## src/rtl/dmem_arb_pkg.sv

```systemverilog
// Shared definitions for the data-memory arbiter.
// This package holds the FSM state encoding, the requester port indices
// and a small helper that turns a port index into a one-hot vector.
package dmem_arb_pkg;

   // Three-state access sequencer: pick a winner, strobe memory, report.
   typedef enum logic [1:0] {
      IDLE   = 2'd0,
      ACCESS = 2'd1,
      RESP   = 2'd2
   } state_t;

   // Requester indices: bit 0 is the CPU, bit 1 is the loader/DMA.
   localparam int PORT_CPU  = 0;
   localparam int PORT_DMA  = 1;
   localparam int NUM_PORTS = 2;

   // Expands a single-bit port index into the one-hot form used by gnt/rvalid.
   function automatic logic [NUM_PORTS-1:0] portOneHot(input logic port);
      logic [NUM_PORTS-1:0] oneHot;
      oneHot = '0;
      if (port) begin
         oneHot[PORT_DMA] = 1'b1;
      end else begin
         oneHot[PORT_CPU] = 1'b1;
      end
      return oneHot;
   endfunction

endpackage

```

## src/rtl/dmem_rr_pick.sv

```systemverilog
// Two-way round-robin winner selection.
// A lone requester always wins. When both request, the port that did not
// win last time gets the grant, so neither side can starve the other.
module dmem_rr_pick
   import dmem_arb_pkg::*;
(
   input  logic [1:0] req,
   input  logic       last,
   output logic [1:0] win
);

   // Pure combinational pick; 'last' is the index of the previous winner.
   always_comb begin
      win = 2'b00;
      case (req)
         2'b01: win[PORT_CPU] = 1'b1;
         2'b10: win[PORT_DMA] = 1'b1;
         2'b11: begin
            if (last == 1'(PORT_CPU)) begin
               win[PORT_DMA] = 1'b1;
            end else begin
               win[PORT_CPU] = 1'b1;
            end
         end
         default: win = 2'b00;
      endcase
   end

endmodule

```

## src/rtl/dmem_arbiter.sv

```systemverilog
// Data-memory arbiter between the CPU and the loader/DMA port.
// Each access takes a fixed two cycles: a grant cycle in which the memory
// is strobed (ACCESS) followed by a completion cycle (RESP). Requests seen
// in RESP are granted immediately, giving one access every two cycles when
// loaded. Misaligned or out-of-range addresses never strobe the memory and
// complete with err_o set and zero read data. All outputs are registered and
// cleared by the asynchronous reset, which also kills an in-flight store.
module dmem_arbiter
   import dmem_arb_pkg::*;
#(
   parameter int MEM_BYTES = 1024,
   parameter int CNT_W     = 16
)(
   input  logic             clk_i,
   input  logic             rst_i,
   input  logic [1:0]       req_i,
   input  logic [1:0]       we_i,
   input  logic [31:0]      addr0_i,
   input  logic [31:0]      addr1_i,
   input  logic [31:0]      wdata0_i,
   input  logic [31:0]      wdata1_i,
   output logic [1:0]       gnt_o,
   output logic [1:0]       rvalid_o,
   output logic [31:0]      rdata_o,
   output logic             err_o,
   output logic [31:0]      mem_addr_o,
   output logic [31:0]      mem_data_o,
   output logic             mem_read_o,
   output logic             mem_write_o,
   input  logic [31:0]      mem_data_i,
   output logic [CNT_W-1:0] acc_cnt_o
);

   // Highest byte address at which a full word still fits in the memory.
   localparam logic [31:0] LAST_WORD_ADDR = 32'(MEM_BYTES - 4);

   state_t           r_state;
   logic             r_last;
   logic             r_port;
   logic             r_we;
   logic             r_err;
   logic [31:0]      r_addr;
   logic [31:0]      r_wdata;
   logic [1:0]       r_gnt;
   logic [1:0]       r_rvalid;
   logic [31:0]      r_rdata;
   logic             r_errOut;
   logic             r_memRead;
   logic             r_memWrite;
   logic [CNT_W-1:0] r_cnt;

   logic [1:0]       w_win;
   logic             w_anyReq;
   logic             w_winPort;
   logic             w_selWe;
   logic [31:0]      w_selAddr;
   logic [31:0]      w_selWdata;
   logic             w_selErr;
   logic             w_cntFull;

   dmem_rr_pick u_pick (
      .req  (req_i),
      .last (r_last),
      .win  (w_win)
   );

   assign w_anyReq   = |req_i;
   assign w_winPort  = w_win[PORT_DMA];
   assign w_selWe    = w_winPort ? we_i[PORT_DMA] : we_i[PORT_CPU];
   assign w_selAddr  = w_winPort ? addr1_i  : addr0_i;
   assign w_selWdata = w_winPort ? wdata1_i : wdata0_i;
   assign w_selErr   = (w_selAddr[1:0] != 2'b00) || (w_selAddr > LAST_WORD_ADDR);
   assign w_cntFull  = &r_cnt;

   // Sequencer: latch the winning command, strobe memory, then report completion.
   always_ff @(posedge clk_i or negedge rst_i) begin
      if (!rst_i) begin
         r_state    <= IDLE;
         r_last     <= 1'(PORT_DMA);
         r_port     <= 1'b0;
         r_we       <= 1'b0;
         r_err      <= 1'b0;
         r_addr     <= '0;
         r_wdata    <= '0;
         r_gnt      <= '0;
         r_rvalid   <= '0;
         r_rdata    <= '0;
         r_errOut   <= 1'b0;
         r_memRead  <= 1'b0;
         r_memWrite <= 1'b0;
         r_cnt      <= '0;
      end else begin
         case (r_state)
            IDLE, RESP: begin
               r_rvalid <= '0;
               r_errOut <= 1'b0;
               if (w_anyReq) begin
                  r_port     <= w_winPort;
                  r_we       <= w_selWe;
                  r_addr     <= w_selAddr;
                  r_wdata    <= w_selWdata;
                  r_err      <= w_selErr;
                  r_gnt      <= w_win;
                  r_last     <= w_winPort;
                  r_memRead  <= !w_selErr && !w_selWe;
                  r_memWrite <= !w_selErr && w_selWe;
                  r_state    <= ACCESS;
               end else begin
                  r_gnt   <= '0;
                  r_state <= IDLE;
               end
            end
            ACCESS: begin
               r_gnt      <= '0;
               r_memRead  <= 1'b0;
               r_memWrite <= 1'b0;
               r_rvalid   <= portOneHot(r_port);
               r_errOut   <= r_err;
               if (r_err) begin
                  r_rdata <= '0;
               end else if (!r_we) begin
                  r_rdata <= mem_data_i;
               end
               if (!w_cntFull) begin
                  r_cnt <= r_cnt + CNT_W'(1);
               end
               r_state <= RESP;
            end
            default: begin
               r_gnt      <= '0;
               r_rvalid   <= '0;
               r_errOut   <= 1'b0;
               r_memRead  <= 1'b0;
               r_memWrite <= 1'b0;
               r_state    <= IDLE;
            end
         endcase
      end
   end

   assign gnt_o       = r_gnt;
   assign rvalid_o    = r_rvalid;
   assign rdata_o     = r_rdata;
   assign err_o       = r_errOut;
   assign mem_addr_o  = r_addr;
   assign mem_data_o  = r_wdata;
   assign mem_read_o  = r_memRead;
   assign mem_write_o = r_memWrite;
   assign acc_cnt_o   = r_cnt;

endmodule

```

## config.mk

```make
export PLATFORM = sky130hd
export DESIGN_NAME = dmem_arbiter
export DESIGN_NICKNAME = d
export VERILOG_FILES = /design/src/rtl/dmem_arb_pkg.sv /design/src/rtl/dmem_rr_pick.sv /design/src/rtl/dmem_arbiter.sv
export SDC_FILE = /design/constraint.sdc
export NUM_CORES = 1
export LEC_CHECK = 0
export CORE_MARGIN = 5
export CORE_UTILIZATION = 34
export DETAILED_ROUTE_END_ITERATION = 7
export GPL_ROUTABILITY_DRIVEN = 0
export HOLD_SLACK_MARGIN = 0.02
export PLACE_DENSITY_LB_ADDON = 0.2
export SKIP_LAST_GASP = 1
export SYNTH_ARGS = -nofsm -noshare
export SYNTH_HDL_FRONTEND = slang
export SYNTH_HIERARCHICAL = 1
export SYNTH_SLANG_ARGS = --single-unit
```

## constraint.sdc

```tcl
create_clock -name clk_i -period 2 [get_ports clk_i]
set_input_delay 0.3 -clock clk_i [delete_from_list [all_inputs] [get_ports clk_i]]
set_output_delay 0.3 -clock clk_i [all_outputs]
set_load 0.005 [all_outputs]
```

# --- Yosys cells after proc, flatten, opt, wreduce, memory -nomap -nowiden ---
# Cells that the tools add are included.
word_totals:
  inputBits: 166
  out_inout_bits: 119
  register_bits: 125
  elab_cells: 58
op_classes:
  order_cmp: 1
  bitwise: 1
  addsub: 1
  muxes: 21
  n_eq_ne: 7
  reduce_logical: 13
ops:
  columns: ["operator", "n"]
  rows:
  - ["2-to-1 mux 32 bit", 4]
  - ["> comparator 32 x 10 -> 1 bit, second input constant", 1]
  - ["adder 16 x 1 -> 16 bit, second input constant", 1]
  - ["AND reduction 16 bit", 1]
  - ["2-to-1 mux 1 bit", 11]
  - ["== test 2 bit, second input constant", 3]
  - ["2-to-1 mux 2 bit", 3]
  - ["AND reduction 2 bit", 3]
  - ["== test 2 x 1 -> 1 bit, second input constant", 2]
  - ["one-hot mux 1 bit (2 select lines)", 2]
  - ["one-hot mux 2 bit (2 select lines)", 1]
  - ["OR reduction 2 bit", 2]
  - ["logical AND 1 bit", 2]
  - ["logical NOT 1 bit", 2]
  - ["logical NOT 2 bit", 1]
  - ["inequality test 2 x 1 -> 1 bit, second input constant", 1]
  - ["inequality test 2 bit, second input constant", 1]
  - ["nonzero test 2 bit", 1]
  - ["logical OR 1 bit", 1]
  - ["inverter 1 bit", 1]

# --- Logic depth before layout (Yosys ltp) ---
depth:
  word_depth: 9
  mapped_depth: 7
  mapped_depth_nobuf: 5

# --- Modules after synthesis ---
# Netlist, hierarchy kept.
modules_own_cells:
  columns: ["mod", "cells_per_inst", "seq_area_each_um2", "area_per_inst_um2", "n_inst"]
  rows:
  - ["dmem_arbiter", 485, 3129.3, 5466.5, 1]
  - ["dmem_rr_pick", 3, 0.0, 18.8, 1]

# --- Worst setup path after synthesis ---
# OpenSTA, ideal clock, no wires.
synth_timing:
  path_kind: "register to register"
  from: "register r_last"
  to: "register r_err"
  path_buffers: 1
  path_stages_with_launch: 7
  t_arrival_ns: 1.634
  setup_ns: 0.121
  period_less_slack_ns: 1.755
  path_slack_ns: 0.245
  t_required_ns: 1.879
  path_cell_list: "dfstp_2 -> a21boi_0 -> buf_6 -> or4_1 -> o22ai_2 -> nand2_1 -> o22a_1"
synth_between:
  elab_chain_cells: 5
  word_cells_on_any_way: 6
  cone_classes: "order compare: 1; mux: 3; reduce/logical: 2"
synth_rtl:
  columns: ["element", "line_no", "text"]
  rows:
  - ["start, declared", "dmem_arbiter.sv:38", "logic r_last;"]
  - ["start signal, assigned", "dmem_arbiter.sv:79", "r_last <= 1'(PORT_DMA);"]
  - ["start signal, assigned", "dmem_arbiter.sv:104", "r_last <= w_winPort;"]
  - ["2-to-1 mux 1 bit *", "dmem_rr_pick.sv:19", "if (last == 1'(PORT_CPU)) begin"]
  - ["one-hot mux 1 bit (2 select lines) *", "dmem_rr_pick.sv:15", "case (req)"]
  - ["via w_win[1]", "dmem_arbiter.sv:52", "logic [1:0] w_win;"]
  - ["2-to-1 mux 32 bit *", "dmem_arbiter.sv:70", "assign w_selAddr = w_winPort ? addr1_i : addr0_i;"]
  - ["> comparator 32 x 10 -> 1 bit or nonzero test 2 bit (tied branches)", "dmem_arbiter.sv:72", "assign w_selErr = (w_selAddr[1:0] != 2'b00) || (w_selAddr > LAST_WORD_ADDR);"]
  - ["logical OR 1 bit *", "dmem_arbiter.sv:72", null]
  - ["end signal, assigned", "dmem_arbiter.sv:102", "r_err <= w_selErr;"]
  - ["end, declared", "dmem_arbiter.sv:41", "logic r_err;"]
# Mark *: on every way through the listed nets, which the timed path passes. The rest lies on a longest branch.
# A chain may end at the register's enable or synchronous reset.

# --- Final worst setup path ---
layout_timing:
  from: "input req_i[1]"
  to: "register r_memWrite, in the netlist mem_write_o"
layout_between:
  elab_chain_cells: 9
  word_cells_on_any_way: 14
  cone_classes: "order compare: 1; eq/ne: 3; mux: 5; reduce/logical: 5"
layout_rtl:
  columns: ["element", "line_no", "text"]
  rows:
  - ["start, declared", "dmem_arbiter.sv:16", "input logic [1:0] req_i,"]
  - ["== test 2 bit", "dmem_rr_pick.sv:15", null]
  - ["one-hot mux 1 bit (2 select lines) *", "dmem_rr_pick.sv:15", null]
  - ["via w_win[1]", "dmem_arbiter.sv:52", null]
  - ["2-to-1 mux 32 bit", "dmem_arbiter.sv:70", null]
  - ["> comparator 32 x 10 -> 1 bit or nonzero test 2 bit (tied branches)", "dmem_arbiter.sv:72", null]
  - ["logical OR 1 bit", "dmem_arbiter.sv:72", null]
  - ["logical NOT 1 bit", "dmem_arbiter.sv:106", "r_memWrite <= !w_selErr && w_selWe;"]
  - ["logical AND 1 bit *", "dmem_arbiter.sv:106", null]
  - ["2-to-1 mux 1 bit *", "dmem_arbiter.sv:97", "if (w_anyReq) begin"]
  - ["2-to-1 mux 1 bit *", "dmem_arbiter.sv:93", "case (r_state)"]
  - ["end signal, assigned", "dmem_arbiter.sv:106", null]
  - ["end, declared", "dmem_arbiter.sv:49", "logic r_memWrite;"]
# Mark *: on every way through the listed nets, which the timed path passes. The rest lies on a longest branch. The select of a mux whose other input is x is not followed.

==> flow_results.xml <==
<?xml version="1.0" encoding="UTF-8"?>
<metrics>
  <group name="placed_design">
    <metric name="port_buffers" unit="">284</metric>
    <metric name="post-dp-hpwl" unit="um">13830</metric>
  </group>
  <group name="critical_path">
    <metric name="worst-path-buf-inv" unit="">1</metric>
    <metric name="timing.setup.critical_path_class" unit="">in -&gt; reg</metric>
    <metric name="critPathMaxFanout" unit="">9</metric>
    <metric name="cp_data_required_time" unit="ns">2.32</metric>
    <metric name="crit_chain" unit="">clkdlybuf4s50_1 -&gt; a21boi_4 -&gt; nor4b_2 -&gt; nand4_1 -&gt; a221o_1 -&gt; o31ai_2</metric>
    <metric name="critical_path_arrival" unit="ns">2.19</metric>
    <metric name="critPathTopFamily" unit="">compound AO/OA/AOI/OAI gates</metric>
    <metric name="crit_path_start_kind" unit="">input port</metric>
    <metric name="crit_slowest_cell" unit="">clkdlybuf4s50_1</metric>
    <metric name="timing.critical_path.slowest_cell_delay" unit="ns">0.48</metric>
    <metric name="critical_path.endpoint_type" unit="">flip-flop</metric>
  </group>
  <group name="route">
    <metric name="route.detailed.drc" unit="">0</metric>
    <metric name="via_count_of_the_routed_design" unit="">4837</metric>
    <metric name="detail_route.iter0.violations" unit="">161</metric>
    <metric name="ant_nets" unit="">0</metric>
    <metric name="detail_route.vias_per_cell" unit="">4.799</metric>
    <metric name="totalWireLength" unit="um">17710</metric>
    <metric name="dr.pass1.iters" unit="">5</metric>
    <metric name="drt-wirelength-per-cell" unit="um">17.57</metric>
  </group>
  <group name="logic_synthesis">
    <metric name="synth_cells" unit="">488</metric>
    <metric name="post_synthesis_instance_area" unit="sq mm">0.005485</metric>
    <metric name="syn_nets" unit="">655</metric>
    <metric name="distinct_cell_type_count_after_synthesis" unit="">44</metric>
    <metric name="ys_warn_count" unit="">6</metric>
    <metric name="ys_ff_latch" unit="">125</metric>
    <metric name="synth_sequential_area_ratio" unit="%">57.05</metric>
    <metric name="syn-mean-instance-area" unit="sq um">11.24</metric>
  </group>
  <group name="floorplan">
    <metric name="width_of_the_die" unit="um">137.0</metric>
    <metric name="floorplan.die_area" unit="sq mm">0.01877</metric>
    <metric name="std_cell_rows" unit="">46</metric>
    <metric name="placeableCoreArea" unit="sq mm">0.01583</metric>
    <metric name="initial_core_util" unit="%">34.66</metric>
    <metric name="dieHeight" unit="um">137.0</metric>
    <metric name="ioPinCount" unit="">285</metric>
  </group>
  <group name="global_routing">
    <metric name="grt_first_pass_wirelength" unit="um">26990</metric>
    <metric name="gr-total-overflow" unit="">0</metric>
    <metric name="grt_start_max_net_pins" unit="">69</metric>
    <metric name="antenna_violations_before_repair" unit="">1</metric>
    <metric name="grt_pass1_vias" unit="">5029</metric>
    <metric name="track_usage" unit="%">18.82</metric>
  </group>
  <group name="clocking">
    <metric name="tritoncts" unit="">built</metric>
    <metric name="clock-root-buffer" unit="">clkbuf_16</metric>
    <metric name="clock_sinks" unit="">125</metric>
    <metric name="clock_insertion_delay_worst_skew" unit="ns">0.41</metric>
    <metric name="post-cts-setup-buffer-count" unit="">0</metric>
    <metric name="cts_htree_levels" unit="">4</metric>
    <metric name="inserted_clock_buffers" unit="">17</metric>
    <metric name="cts_max_path_buffers" unit="">2</metric>
    <metric name="worst_setup_hold_path_clk_slew" unit="ns">0.06</metric>
  </group>
  <group name="finish">
    <metric name="layout_commonest_cell" unit="">clkdlybuf4s50_1</metric>
    <metric name="area_used_by_multi_input_combinational_logic" unit="sq mm">0.002182</metric>
    <metric name="final_cell_mix" unit="">clkdlybuf4s50_1 (283), dfrtp_1 (124), nand2_1 (81)</metric>
    <metric name="num-nets-final" unit="">946</metric>
    <metric name="fillerInstances" unit="">1316</metric>
    <metric name="synthToLayoutAreaGrowth" unit="%">68.70</metric>
    <metric name="final_layout_size_suffix_gt1_share" unit="%">8.217</metric>
    <metric name="fin_util" unit="%">58.47</metric>
    <metric name="seqCellArea" unit="sq mm">0.003129</metric>
  </group>
  <group name="sta">
    <metric name="final_max_slew_viol_count" unit="">0</metric>
    <metric name="max_freq" unit="MHz">535.0</metric>
    <metric name="final-setup-viol-count" unit="">0</metric>
    <metric name="slew_headroom" unit="%">69.76</metric>
    <metric name="timing_hold_violations_final" unit="">0</metric>
    <metric name="final.min_clock_period" unit="ns">1.869</metric>
    <metric name="setup_total_negative_slack" unit="ns">0</metric>
    <metric name="timing_worst_slew_pin_value" unit="ns">0.4536</metric>
    <metric name="min_period_over_period" unit="%">93.46</metric>
    <metric name="clock_skew" unit="ns">0.004950</metric>
    <metric name="rsz0062_at_grt" unit="">false</metric>
  </group>
  <group name="power">
    <metric name="max-vdd-ir-drop" unit="mV">0.5601</metric>
    <metric name="power.total" unit="W">0.008289</metric>
    <metric name="power_per_cell_area" unit="mW/mm^2">895.7</metric>
    <metric name="cellLeakagePower" unit="nW">4.050</metric>
  </group>
  <group name="job">
    <metric name="drv.max_cap_violation_count" unit="">0</metric>
  </group>
  <group name="run_status">
    <metric name="outcome" unit="">completed</metric>
  </group>
  <group name="worst_hold_path">
    <metric name="timing.hold.worst.class" unit="">in -&gt; async</metric>
  </group>
</metrics>
-- area by class of cell --
type                    instances  share of cell area (%)
flip-flops and latches        125                   33.82
repair buffers                305                   32.83
multi-input cells             325                   23.58
clock buffers                  19                   4.786
well taps                     216                   2.920
clock inverters                12                   1.839
inverters                       5                  0.2028
diodes                          1                 0.02704
-- path summary, 6_finish.rpt --
kind | endpoint | cells after the start | slack, ns | from
setup / recovery | mem_write_o$_DFFE_PN0P_ | 6 | 0.13 | req_i[1]
hold / removal | acc_cnt_o[6]$_DFFE_PN0P_ | 2 | 0.38 | rst_i
setup reg to reg | mem_write_o$_DFFE_PN0P_ | 5 | 0.14 | r_last$_DFFE_PN1P_
hold reg to reg | rvalid_o[0]$_DFF_PN0_ | 1 | 0.45 | r_port$_DFFE_PN0P_
max in group asynchronous | r_last$_DFFE_PN1P_ | 3 | 0.97 | rst_i
min in group clk_i | rvalid_o[0]$_DFF_PN0_ | 1 | 0.45 | r_port$_DFFE_PN0P_
-- Yosys cell counts, drive strengths merged --
| cell | number | area [sq um] |
|---|---|---|
| nand2 | 81 | 304.0 |
| a221o | 1 | 10.01 |
| nor2 | 6 | 22.52 |
| nor4 | 10 | 68.81 |
| mux2 | 1 | 11.26 |
| o31ai | 1 | 12.51 |
| nand2b | 1 | 6.260 |
| and2 | 3 | 18.77 |
| xor2 | 14 | 122.6 |
| nor3 | 8 | 40.04 |
| nand3 | 3 | 15.01 |
| buf | 22 | 136.4 |
| mux2i | 65 | 650.6 |
| a41oi | 1 | 8.760 |
| or4b | 1 | 10.01 |
| a22o | 32 | 280.3 |
| dfstp | 1 | 26.28 |
| ha | 1 | 12.51 |
| inv | 5 | 18.76 |
| a21boi | 2 | 15.02 |
| and3 | 4 | 25.02 |
| o22ai | 1 | 12.51 |
| or2 | 1 | 6.260 |
| clkbuf | 11 | 41.29 |
| o21ai | 67 | 335.3 |
| nand4 | 8 | 65.06 |
| nor3b | 1 | 12.51 |
| nor4b | 2 | 23.77 |
| or4 | 1 | 7.510 |
| a211oi | 2 | 20.02 |
| o22a | 1 | 8.760 |
| dfrtp | 124 | 3103 |
| a21oi | 6 | 33.78 |
-- routing by layer --
layer | wire (um) | vias up | global-route usage (%)
met2 | 8506 | 207 | 30.52
met4 | 326 | 2 | 6.430
li1 | - | 2322 | -
met1 | 6902 | 2282 | 21.58
met5 | 7 | - | 0
met3 | 1969 | 24 | 9.449
-- metrics by stage --
step                setup WS (ns)  area, sq um  instances  hold WS, ns
floorplan                  0.2449         5485        488     0.004409
global placement          -0.2376         8628        975       0.2714
detailed placement        -0.3063         8628        975       0.2843
CTS                        0.1108         9251       1007       0.3767
global route              0.04667         9251       1007       0.4166
finish                     0.1308         9254       1008       0.3839
-- report_power, final --
group / internal [W] / leakage [nW] / switching (W) / total [W]
clock network: 0.00210 / 0.291 / 0.00111 / 0.00321
registers: 0.00289 / 1.60 / 0.000221 / 0.00311
logic: 0.00116 / 2.16 / 0.000811 / 0.00197
total: 0.00615 / 4.05 / 0.00214 / 0.00829
-- registers in the layout, indices dropped and copies added, names as in the netlist, 2 cells and up --
name / cells
r_state: 2
mem_data_o: 32
gnt_o: 2
rdata_o: 32
mem_addr_o: 32
acc_cnt_o: 16
rvalid_o: 2
-- logic make-up (layout without fill, tap and decap cells) --
logic type               after synthesis  in the layout  share of synthesized area (%)
flip-flops                           125            125                          57.05
other                                  0              1                              0
AO/OA/AOI/OAI                        114            114                          13.44
multiplexers                          66             66                          12.07
buffers and inverters                 38            341                          3.581
adder cells (fa/ha/maj)                1              1                         0.2281
AND/OR/NAND/NOR                      130            130                          11.40
XOR/XNOR                              14             14                          2.235
-- repair_timing --
item | 4_1_cts | 5_1_grt
hold buffers | 1 | 0
resized for setup | 0 | 0
endpoints found under the hold margin | 29 | 0
Power figures use the tool's default switching activity.
